<file path="config.mk">
export PLATFORM = sky130hd
export DESIGN_NAME = reg_file_param
export DESIGN_NICKNAME = d
export VERILOG_FILES = /design/src/rtl/reg_file_param.sv
export SDC_FILE = /design/constraint.sdc
export NUM_CORES = 1
export LEC_CHECK = 0
export ABC_AREA = 1
export ABC_CLOCK_PERIOD_IN_PS = 1730
export CAP_MARGIN = 25
export CORE_ASPECT_RATIO = 1.5
export CORE_MARGIN = 5
export CORE_UTILIZATION = 44
export CTS_BUF_LIST = sky130_fd_sc_hd__clkbuf_8
export CTS_CLUSTER_SIZE = 40
export DETAILED_ROUTE_END_ITERATION = 12
export DONT_BUFFER_PORTS = 1
export GPL_TIMING_DRIVEN = 0
export HOLD_SLACK_MARGIN = 0.1
export PLACE_DENSITY = 0.66
export SYNTH_ARGS = -nofsm -noshare
export SYNTH_HDL_FRONTEND = slang
export SYNTH_SLANG_ARGS = --single-unit
</file>
<file path="constraint.sdc">
create_clock -name clk -period 1.73 [get_ports clk]
set_input_delay 0.2595 -clock clk [delete_from_list [all_inputs] [get_ports clk]]
set_output_delay 0.2595 -clock clk [all_outputs]
set_load 0.03 [all_outputs]
</file>
<file path="src/rtl/reg_file_param.sv">
// Parametrised register file: one synchronous write port, two registered read
// ports with write-first bypass, single-cycle bulk clear and per-entry written flags.
module reg_file_param #(
    parameter int WIDTH  = 8,
    parameter int DEPTH  = 4,
    parameter int ADDR_W = 2
) (
    input  logic              clk,
    input  logic              rst,
    input  logic              clr,
    input  logic              wr_en,
    input  logic [ADDR_W-1:0] wr_addr,
    input  logic [WIDTH-1:0]  wr_data,
    input  logic              rd_en_a,
    input  logic [ADDR_W-1:0] rd_addr_a,
    output logic [WIDTH-1:0]  rd_data_a,
    output logic              rd_valid_a,
    input  logic              rd_en_b,
    input  logic [ADDR_W-1:0] rd_addr_b,
    output logic [WIDTH-1:0]  rd_data_b,
    output logic              rd_valid_b,
    output logic [DEPTH-1:0]  written
);

    // DEPTH may be any value up to 2^ADDR_W, so the bound needs one extra bit.
    localparam logic [ADDR_W:0] LP_DEPTH = DEPTH[ADDR_W:0];

    logic [WIDTH-1:0] r_mem [DEPTH];
    logic [DEPTH-1:0] r_written;
    logic [WIDTH-1:0] r_rd_data_a_p1;
    logic [WIDTH-1:0] r_rd_data_b_p1;
    logic             r_vld_a_p1;
    logic             r_vld_b_p1;

    logic             w_wr_hit;
    logic [WIDTH-1:0] w_rd_next_a;
    logic [WIDTH-1:0] w_rd_next_b;

    function automatic logic f_in_range(input logic [ADDR_W-1:0] addr);
        return ({1'b0, addr} < LP_DEPTH);
    endfunction

    // Clear wins over everything, then the bypassed write, then stored data.
    function automatic logic [WIDTH-1:0] f_rd_select(
        input logic [ADDR_W-1:0] addr,
        input logic              clr_now,
        input logic              wr_hit,
        input logic [ADDR_W-1:0] waddr,
        input logic [WIDTH-1:0]  wdata,
        input logic [WIDTH-1:0]  stored
    );
        if (clr_now || !f_in_range(addr)) begin
            return '0;
        end
        if (wr_hit && (waddr == addr)) begin
            return wdata;
        end
        return stored;
    endfunction

    assign w_wr_hit = wr_en && f_in_range(wr_addr);

    always_comb begin
        w_rd_next_a = '0;
        w_rd_next_b = '0;
        if (f_in_range(rd_addr_a)) begin
            w_rd_next_a = f_rd_select(rd_addr_a, clr, w_wr_hit, wr_addr, wr_data,
                                      r_mem[rd_addr_a]);
        end
        if (f_in_range(rd_addr_b)) begin
            w_rd_next_b = f_rd_select(rd_addr_b, clr, w_wr_hit, wr_addr, wr_data,
                                      r_mem[rd_addr_b]);
        end
    end

    // Storage and written flags
    always_ff @(posedge clk) begin
        if (rst || clr) begin
            for (int i = 0; i < DEPTH; i++) begin
                r_mem[i] <= '0;
            end
            r_written <= '0;
        end else if (w_wr_hit) begin
            r_mem[wr_addr]     <= wr_data;
            r_written[wr_addr] <= 1'b1;
        end
    end

    // Read stage p1: data holds when the port is idle, valid tracks the request
    always_ff @(posedge clk) begin
        if (rst) begin
            r_rd_data_a_p1 <= '0;
            r_rd_data_b_p1 <= '0;
            r_vld_a_p1     <= 1'b0;
            r_vld_b_p1     <= 1'b0;
        end else begin
            r_vld_a_p1 <= rd_en_a;
            r_vld_b_p1 <= rd_en_b;
            if (rd_en_a) begin
                r_rd_data_a_p1 <= w_rd_next_a;
            end
            if (rd_en_b) begin
                r_rd_data_b_p1 <= w_rd_next_b;
            end
        end
    end

    assign rd_data_a  = r_rd_data_a_p1;
    assign rd_valid_a = r_vld_a_p1;
    assign rd_data_b  = r_rd_data_b_p1;
    assign rd_valid_b = r_vld_b_p1;
    assign written    = r_written;

endmodule

</file>
# [Word level (Yosys, flattened, before mapping)]
# Memories as Yosys holds them, arrays and structs flattened.
# Cells that the tools add are included.
[totals] mem_bits_rw=32 wordCells=38 ff_bits=22 n_memories=1 input_bits=20 output_inout_bits=22
[memory_table] memory="r_mem" words=4 word_bits=8 rd=2 rd_clocked_by_memory_dff=0 wr=4 line="28" source="logic [WIDTH-1:0] r_mem [DEPTH];"
[classes] reduce_logical=5 n_eq_ne=2 order_cmp=2 muxes=22 bitwise_logic=1
[ops] operator="$mux 8" n=8
[ops] operator="$mux 1" n=12
[ops] operator="$reduce_or 8->1" n=1
[ops] operator="$eq 2x2->1" n=2
[ops] operator="$or 4x4->4" n=1
[ops] operator="$logic_and 1x1->1" n=3
[ops] operator="$lt 2x3->1 const B" n=1
[ops] operator="$demux 1 s2" n=1
[ops] operator="$ge 2x1->1 const B" n=1
[ops] operator="$mux 2" n=1
[ops] operator="$logic_or 1x1->1" n=1

# [Logic depth before layout (Yosys ltp)]
# Gate-level depths: netlist of run 1.
[logic_depth] word_depth=6 ltp_mapped=9 ltp_nobuf=7

# [Least setup slack after synthesis of run 1]
# Ideal clock, no wire load.
[synth_timing] kind="input to register" from="in rst" to="mem r_mem[0][0], enable pin" path_slack_ns=0.309 n_path_buf=1 path_stages=6 arrival_ns=1.092 required_time_ns=1.401 path_cell_list="buf_6 nor2_8 nand2_2 nor2_4 nand2_2 nand2_1"
[synth_rtl] item="start, declared" line="9" source="input logic rst,"
[synth_rtl] item="end, declared" line="28"

==> flow_summary_export.csv, run 1 <==
group,metric,value,unit
outcome,status,"finished clean",
clocking,cts_sinks,54,
yosys,avgSynthCellArea,7.99,sq um
critical_path,critical_path_class,"in -> reg",
global_routing,grt-ovfl-total,0,
sta,setup_tns,0,ps
drt,totalWireLength,7040,microns
pwr,p_per_area,867,nW/um^2
critical_path,critPathTopFamily,"simple AND/OR/NAND/NOR gates",
floorplanning,num_io_pins,42,
clocking,root_buffer,"clkbuf_8",
final_layout,fillers,604,
drt,drtIter0Drc,130,
critical_path,required,1720,ps
clocking,htree_levels,2,
pwr,leakagePower,1.25,nW
clocking,cts_setup_buffers,0,
sta,slew_headroom,66.3,%
clocking,cts_buffers,5,
clocking,path_clk_slew,100,ps
sta,rsz0062_at_grt,"false",
placed_design,dp.final_hpwl,5290,microns
placed_design,gp_congestion,0.946,
sta,final_hold_viol_count,0,
sta,fin_crit,1370,ps
drt,viasPerCell,5.41,
drt,first_pass_iters,5,
global_routing,grt_pass1_vias,2226,
final_layout,layout_commonest_cell,"nand2_1",
global_routing,grt_max_degree,18,
sta,setup_viol,0,
floorplanning,die_w,75.1,microns
final_layout,area_growth,6.40,%
sta,drv_slew,0,
yosys,ys_seq_area_share,50.1,%
sta,finalCritPeriodShare,79.1,%
critical_path,critPathArrivalTime,1360,ps
critical_path,max_stage_delay,310,ps
critical_path,critical_path_buf_inv_count,1,
clocking,cts-resized-gates,0,
min_path,hold_class,"in -> reg",
clocking,cts_buffer_depth,2,
global_routing,grt_usage,18.5,%
job,drv_cap,0,
yosys,ys_ff_latch,54,
critical_path,cp-start-kind,"input pin",
final_layout,drive_above_1_share,11.2,%
sta,tightest_slew,504,ps
drt,vias,2330,
floorplanning,coreArea,6170,sq um
drt,drc,0,
final_layout,layout_common_cells,"nand2_1, nand3_1, nor2_1",
floorplanning,fp.dieH,108,microns
sta,fmax,730,MHz
clocking,clk_latency,310,ps
drt,postRouteAntennaNets,0,
placed_design,place.port_buffers,0,
final_layout,multiInputGateArea,1200,sq um
critical_path,crit_path_top_delay_cell,"nand2_1",
global_routing,antenna_found_initial,0,
global_routing,grt_pass1_wl,11200,microns
clocking,cts_tree,"built",
final_layout,regArea,1400,sq um
clocking,cts_hold_buffers,0,
critical_path,crit_top_cell,"nand2_2",
yosys,synth_fp_nets,370,
critical_path,worstSetupEndpointType,"flip-flop",
sta,clock-skew-final,6.52,ps
floorplanning,num_rows,35,
yosys,netlist_area,2800,sq um
pwr,max-vdd-ir-drop,0.466,mV
floorplanning,dieArea,8080,sq um
drt,wl_per_cell,16.3,microns
critical_path,path_cells,"buf_6 > nor2_8 > nand2_2 > nor2_4 > nand2_2 > nand2_1",
yosys,yosys_warnings,0,
final_layout,n_antenna_cell,0,
sta,hold-worst-slack,122,ps
critical_path,cp_max_fo,10,
yosys,yosysUniqueCellTypes,23,
yosys,synthCells,350,
final_layout,nNetsFinal,377,
floorplanning,initial_utilization,45.3,%
-- worst register-to-register path: stages, from the launching register on --
cell and delay, ps:
edfxtp_1 400, nand2_1 80, nand3_1 160, nand2_1 120, nand2_1 60, nand3_1 70
a21oi_1 60
-- layout make-up --
type | count | area share (%)
multi-input cells | 264 | 40.4
clock inverters | 2 | 0.589
well taps | 74 | 3.11
flip-flops and latches | 54 | 47.1
plain buffers | 12 | 3.45
inverters | 20 | 3.03
clock buffers | 5 | 2.31
-- kinds of logic (layout without fill, tap and decap cells) --
family                 Yosys count  in the layout  share of synthesized area, %
and+or+nand+nor                245            245                          39.2
DFF                             54             54                          50.1
buffers and inverters           32             39                          6.89
AOI/OAI and AO/OA               19             19                          3.76
-- per-stage QoR --
step	utilization (%)	setup WS (ps)	power (mW)	cells	cell area, sq um
final	48.2	361	2.58	431	2970
after global routing	48.2	256	2.70	431	2970
after CTS	48.2	336	2.59	431	2970
after detailed placement	46.8	11.5	1.90	424	2890
after global placement	46.8	51.6	1.90	424	2890
after floorplan	-	309	1.80	350	2800
-- flip-flops by register name, summed over array words and instances, names as in the netlist --
signal,flops
rd_valid_b,1
r_mem,32
rd_data_a,8
rd_data_b,8
rd_valid_a,1
written,4
-- synthesized netlist by cell type, drive strengths merged --
cell type	n	area, sq um
inv	18	72.6
clkinv	2	17.5
buf	11	98.8
a21boi	1	7.51
nand3	67	360
clkbuf	1	3.75
a21oi	18	97.6
dfxtp	22	440
nand2	135	529
nor2	42	194
edfxtp	32	961
nand4	1	12.5
-- routing by layer --
layer / global-route usage (%) / up-vias / share of wire [%]
met4: 10.8 / 0 / 5.7
met2: 29.4 / 94 / 47
met3: 3.18 / 21 / 6.6
met5: 0 / - / 0
li1: - / 1152 / -
met1: 23.0 / 1063 / 41
-- power breakdown --
part           internal [mW]  switching (mW)
Sequential              1.43          0.0829
Clock                  0.288           0.414
Combinational          0.112           0.249
-- final timing paths --
| kind | to | cells past startpoint | startpoint | slack (ps) |
|---|---|---|---|---|
| min | rd_valid_a | 2 | rd_en_a | 120 |
| min reg2reg | written[0] | 2 | written[0] | 610 |
| max reg2reg | rd_data_a[4] | 6 | r_mem[3][4] | 650 |
| max | r_mem[0][0] | 6 | rst | 360 |
Note: power is estimated with default switching activity, not from simulation.
==> inputs of run 2 (changes only) <==
--- a/config.mk
+++ b/config.mk
@@ -6,7 +6,7 @@
 export NUM_CORES = 1
 export LEC_CHECK = 0
 export ABC_AREA = 1
-export ABC_CLOCK_PERIOD_IN_PS = 1730
+export ABC_CLOCK_PERIOD_IN_PS = 1310
 export CAP_MARGIN = 25
 export CORE_ASPECT_RATIO = 1.5
 export CORE_MARGIN = 5
==> constraint.sdc (replaced) <==
create_clock -name clk -period 1.31 [get_ports clk]
set_input_delay 0.1965 -clock clk [delete_from_list [all_inputs] [get_ports clk]]
set_output_delay 0.1965 -clock clk [all_outputs]
set_load 0.03 [all_outputs]
==> run 2 against run 1 <==
Combinational power grew 35%; worst hold slack lost 7.9 ps; sequential cell count is the same; first-iteration DRC count grew 12%; critical endpoint unchanged; largest power group unchanged.
==> flow_summary_export.csv, run 2 (synthesized netlist as in run 1, its figures left out) <==
group,metric,value,unit
final_layout,top_register,"r_mem",
global_routing,grt_pass1_vias,2229,
clocking,cts_buffers,5,
sta,setup_viol,0,
global_routing,grt-ovfl-total,0,
pwr,max-vdd-ir-drop,0.616,mV
pwr,p_per_area,1130,nW/um^2
pwr,combPwrFrac,14.3,%
clocking,cts_tree,"built",
sta,drv_slew,0,
sta,hold-worst-slack,114,ps
pwr,leakagePower,1.27,nW
critical_path,max_stage_delay,220,ps
critical_path,cp_max_fo,10,
final_layout,design_area,3020,sq um
critical_path,required,1320,ps
floorplanning,coreArea,6170,sq um
sta,fin_crit,1160,ps
floorplanning,initial_utilization,45.3,%
critical_path,critPathArrivalTime,1170,ps
drt,totalWireLength,7060,microns
global_routing,antenna_found_initial,0,
placed_design,dp.final_hpwl,5290,microns
sta,clock-skew-final,5.82,ps
drt,viasPerCell,5.39,
global_routing,grt_max_degree,18,
drt,drc,0,
drt,vias,2346,
sta,final_hold_viol_count,0,
sta,fmax,866,MHz
final_layout,regArea,1400,sq um
final_layout,multiInputGateArea,1210,sq um
placed_design,post_dp_cell_area,2890,sq um
pwr,clockPowerShare,27.0,%
sta,setup_tns,0,ps
clocking,htree_levels,2,
drt,drtIter0Drc,145,
pwr,seqPwrFrac,58.6,%
placed_design,gp_congestion,0.946,
outcome,status,"finished clean",
critical_path,critical_path_class,"in -> reg",
pwr,power.switching,984,uW
final_layout,final_core_utilization,49.0,%
final_layout,largest_reg_flops,32,
final_layout,layout_common_cells,"nand2_1, nand3_1, nor2_1",
critical_path,cp-start-kind,"input pin",
global_routing,grt_usage,18.7,%
pwr,switching_share,28.8,%
floorplanning,die_w,75.1,microns
final_layout,fillers,600,
final_layout,area_growth,8.19,%
clocking,clk_latency,310,ps
sta,finalCritPeriodShare,88.2,%
min_path,hold_class,"in -> reg",
final_layout,drive_above_1_share,12.2,%
job,drv_cap,0,
floorplanning,num_rows,35,
global_routing,grt_pass1_wl,11300,microns
clocking,path_clk_slew,100,ps
floorplanning,fp.dieH,108,microns
critical_path,worstSetupEndpointType,"flip-flop",
floorplanning,num_io_pins,42,
clocking,root_buffer,"clkbuf_8",
drt,wl_per_cell,16.2,microns
clocking,cts_buffer_depth,2,
final_layout,nNetsFinal,381,
critical_path,crit_top_cell,"nand2_2",
sta,tightest_slew,466,ps
drt,first_pass_iters,7,
sta,rsz0062_at_grt,"false",
pwr,p_int,2.43,mW
placed_design,place.port_buffers,0,
final_layout,n_antenna_cell,0,
critical_path,crit_path_top_delay_cell,"nand2_2",
sta,slew_headroom,68.9,%
clocking,cts_sinks,54,
drt,postRouteAntennaNets,0,
final_layout,layout_commonest_cell,"nand2_1",
floorplanning,dieArea,8080,sq um
critical_path,path_cells,"buf_6 > nor2_8 > nand2_2 > nor2_4 > nand2_2 > nand2_2",
run 2: cell types whose count changed in the layout (fill, tap and decap cells not counted):
cell / previous run / this run
nor2_1: 37 / 35
nor2_2: 2 / 4
dlygate4sd3_1: 0 / 4
nand2_1: 130 / 128
nand2_2: 3 / 5
run 2: final timing paths:
kind,startpoint,to,slack (ps),cells past startpoint
worst max-delay path,rst,r_mem[0][0],150,6
worst min-delay path,rst,rd_data_a[7],110,2
worst max register to register,r_mem[3][4],rd_data_a[4],240,6
worst min register to register,written[0],written[0],610,2
run 2: final cells by class:
| class | instances | share of cell area [%] |
|---|---|---|
| buffer | 12 | 3.39 |
| clock buffer | 5 | 2.28 |
| timing repair buffer | 4 | 1.32 |
| sequential | 54 | 46.3 |
| inverter | 20 | 2.98 |
| tap | 74 | 3.06 |
| clock inverter | 2 | 0.579 |
| multi-input combinational | 264 | 40.0 |
run 2: per-layer routing:
layer / GRT usage (%) / vias to the layer above / share of wire, %
met1: 23.4 / 1059 / 40
met5: 0 / - / 0
met4: 10.8 / 0 / 5.7
li1: - / 1166 / -
met3: 3.18 / 24 / 7.3
met2: 29.7 / 97 / 47
run 2: power groups by stage:
| stage | logic (mW) | clock network, mW | registers, mW |
|---|---|---|---|
| after floorplan | 0.357 | 0 | 2.02 |
| after global placement | 0.467 | 0 | 2.04 |
| after detailed placement | 0.472 | 0 | 2.04 |
| after CTS | 0.485 | 0.953 | 2.00 |
| after global routing | 0.544 | 1.03 | 2.01 |
| final | 0.489 | 0.922 | 2.00 |
run 2: repair_timing:
| action | 4_1_cts | 5_1_grt |
|---|---|---|
| hold buffers | 4 | 0 |
| buffers inserted | 0 | 0 |
| resized for setup | 1 | 3 |
| setup endpoints to repair | 8 | 23 |
| endpoints found under the hold margin | 8 | 0 |
run 2: worst max-delay path: cells and delay by family:
kind	cells	cell delay [ps]
buf+inv	1	130
simple gates	5	830
run 2: metrics by stage:
| stage | power [mW] | std cells | setup slack [ps] |
|---|---|---|---|
| 3_3_place_gp | 2.50 | 424 | -305 |
| 6_report | 3.41 | 435 | 155 |
| 3_5_place_dp | 2.51 | 424 | -346 |
| 4_1_cts | 3.44 | 435 | 31.0 |
| 5_1_grt | 3.59 | 435 | 72.6 |
| 2_1_floorplan | 2.38 | 350 | -47.6 |
==> inputs of run 3 (changes only) <==
--- a/config.mk
+++ b/config.mk
@@ -6,7 +6,7 @@
 export NUM_CORES = 1
 export LEC_CHECK = 0
 export ABC_AREA = 1
-export ABC_CLOCK_PERIOD_IN_PS = 1310
+export ABC_CLOCK_PERIOD_IN_PS = 1400
 export CAP_MARGIN = 25
 export CORE_ASPECT_RATIO = 1.5
 export CORE_MARGIN = 5
==> constraint.sdc (replaced) <==
create_clock -name clk -period 1.4 [get_ports clk]
set_input_delay 0.21 -clock clk [delete_from_list [all_inputs] [get_ports clk]]
set_output_delay 0.21 -clock clk [all_outputs]
set_load 0.01 [all_outputs]
==> run 3 against run 2 <==
Wire length increased by 0.31%; die area stayed put; sequential cell count did not move; worst setup slack worse by 52 ps; critical endpoint is now rd_data_a[3].
==> flow_summary_export.csv, run 3 (synthesized netlist as in run 1, its figures left out) <==
group,metric,value,unit
critical_path,required,1640,ps
critical_path,critPathArrivalTime,1540,ps
drt,viasPerCell,5.36,
final_layout,fillers,600,
sta,tightest_slew,498,ps
critical_path,cp-start-kind,"input pin",
floorplanning,initial_utilization,45.3,%
drt,totalWireLength,7080,microns
min_path,hold_class,"in -> reg",
floorplanning,fp.dieH,108,microns
final_layout,top_register,"r_mem",
pwr,max-vdd-ir-drop,0.583,mV
clocking,cts_sinks,54,
final_layout,design_area,3010,sq um
global_routing,antenna_found_initial,0,
final_layout,layout.cells.non_filler,435,
drt,vias,2333,
floorplanning,dieArea,8080,sq um
drt,drtIter0Drc,148,
global_routing,grt_usage,18.7,%
drt,wl_per_cell,16.3,microns
placed_design,dp.final_hpwl,5290,microns
floorplanning,die_w,75.1,microns
drt,first_pass_iters,4,
drt,postRouteAntennaNets,0,
sta,drv_slew,0,
clocking,htree_levels,2,
sta,fmax,771,MHz
global_routing,grt_pass1_wl,11300,microns
clocking,cts_buffers,5,
critical_path,cp_max_fo,10,
critical_path,worstSetupEndpointType,"flip-flop",
floorplanning,num_io_pins,42,
final_layout,layout_common_cells,"nand2_1, nand3_1, nor2_1",
sta,final_hold_viol_count,0,
sta,slew_headroom,66.7,%
placed_design,place.port_buffers,0,
final_layout,multiInputGateArea,1200,sq um
final_layout,largest_reg_flops,32,
outcome,status,"finished clean",
floorplanning,coreArea,6170,sq um
sta,clock-skew-final,5.82,ps
sta,fin_crit,1300,ps
global_routing,grt-ovfl-total,0,
placed_design,dp.cells,424,
global_routing,grt_pass1_vias,2236,
clocking,clk_latency,310,ps
placed_design,post_dp_cell_area,2890,sq um
drt,drc,0,
placed_design,gp_congestion,0.946,
final_layout,drive_above_1_share,11.1,%
job,drv_cap,0,
final_layout,layout_commonest_cell,"nand2_1",
final_layout,n_antenna_cell,0,
clocking,cts_buffer_depth,2,
global_routing,grt_max_degree,18,
clocking,root_buffer,"clkbuf_8",
clocking,cts_tree,"built",
sta,setup_viol,0,
final_layout,area_growth,7.83,%
pwr,p_per_area,1050,nW/um^2
floorplanning,num_rows,35,
pwr,leakagePower,1.27,nW
sta,rsz0062_at_grt,"false",
final_layout,regArea,1400,sq um
final_layout,nNetsFinal,381,
clocking,path_clk_slew,90,ps
critical_path,critical_path_class,"in -> reg",
sta,finalCritPeriodShare,92.6,%
==> run 3: cell count changes in the layout (fill, tap and decap cells not counted) <==
cell and change:
nor2_1 +2, nand2_2 -2, nor2_2 -2, nand2_1 +2
==> run 3: critical path, cell delays in order <==
cell and delay (ps):
dlygate4sd3_1 540, inv_2 90, nor2_1 400, nand3_1 160
a21oi_1 140
==> run 3: layout make-up <==
cell class,count,area share (%)
flip-flops and latches,54,46.5
multi-input cells,264,39.9
plain buffers,12,3.40
well taps,74,3.07
inverters,20,2.99
clock buffers,5,2.28
repair buffers,4,1.33
clock inverters,2,0.581
==> run 3: through the flow <==
step | power (mW) | hold slack, ps | setup slack [ps] | TNS, ps | util, %
6_report | 3.15 | 127 | 103 | 0 | 48.8
3_3_place_gp | 2.30 | 395 | -229 | -3810 | 46.8
3_5_place_dp | 2.31 | 395 | -269 | -4540 | 46.8
5_1_grt | 3.31 | 133 | 7.01 | 0 | 48.8
2_1_floorplan | 2.19 | 364 | 28.9 | 0 | -
4_1_cts | 3.18 | 122 | 100 | 0 | 48.8
==> run 3: report_power, final <==
part | leakage (nW) | switching [mW] | internal (mW)
Clock | 0.0450 | 0.511 | 0.356
Sequential | 0.529 | 0.0621 | 1.77
Combinational | 0.694 | 0.309 | 0.145
==> run 3: repair_timing <==
item / 4_1_cts / 5_1_grt
endpoints found under the hold margin: 6 / 0
buffers inserted: 0 / 0
resized for setup: 0 / 0
hold buffers: 4 / 0
==> run 3: routing by layer <==
layer / track usage (%) / vias to the layer above / wire length (microns)
met5: 0 / - / 0
met4: 10.8 / 0 / 359
met3: 3.18 / 17 / 492
met2: 29.7 / 86 / 3390
met1: 23.3 / 1066 / 2840
li1: - / 1164 / -
==> run 3: worst paths after layout <==
check                            startpoint           end  slack (ps)  cells past startpoint
worst min register to register   written[0]    written[0]         510                      2
worst min-delay path                    rst  rd_data_b[3]         130                      2
worst max-delay path                rd_en_a  rd_data_a[3]         100                      5
worst max register to register  r_mem[3][4]  rd_data_a[4]         330                      6
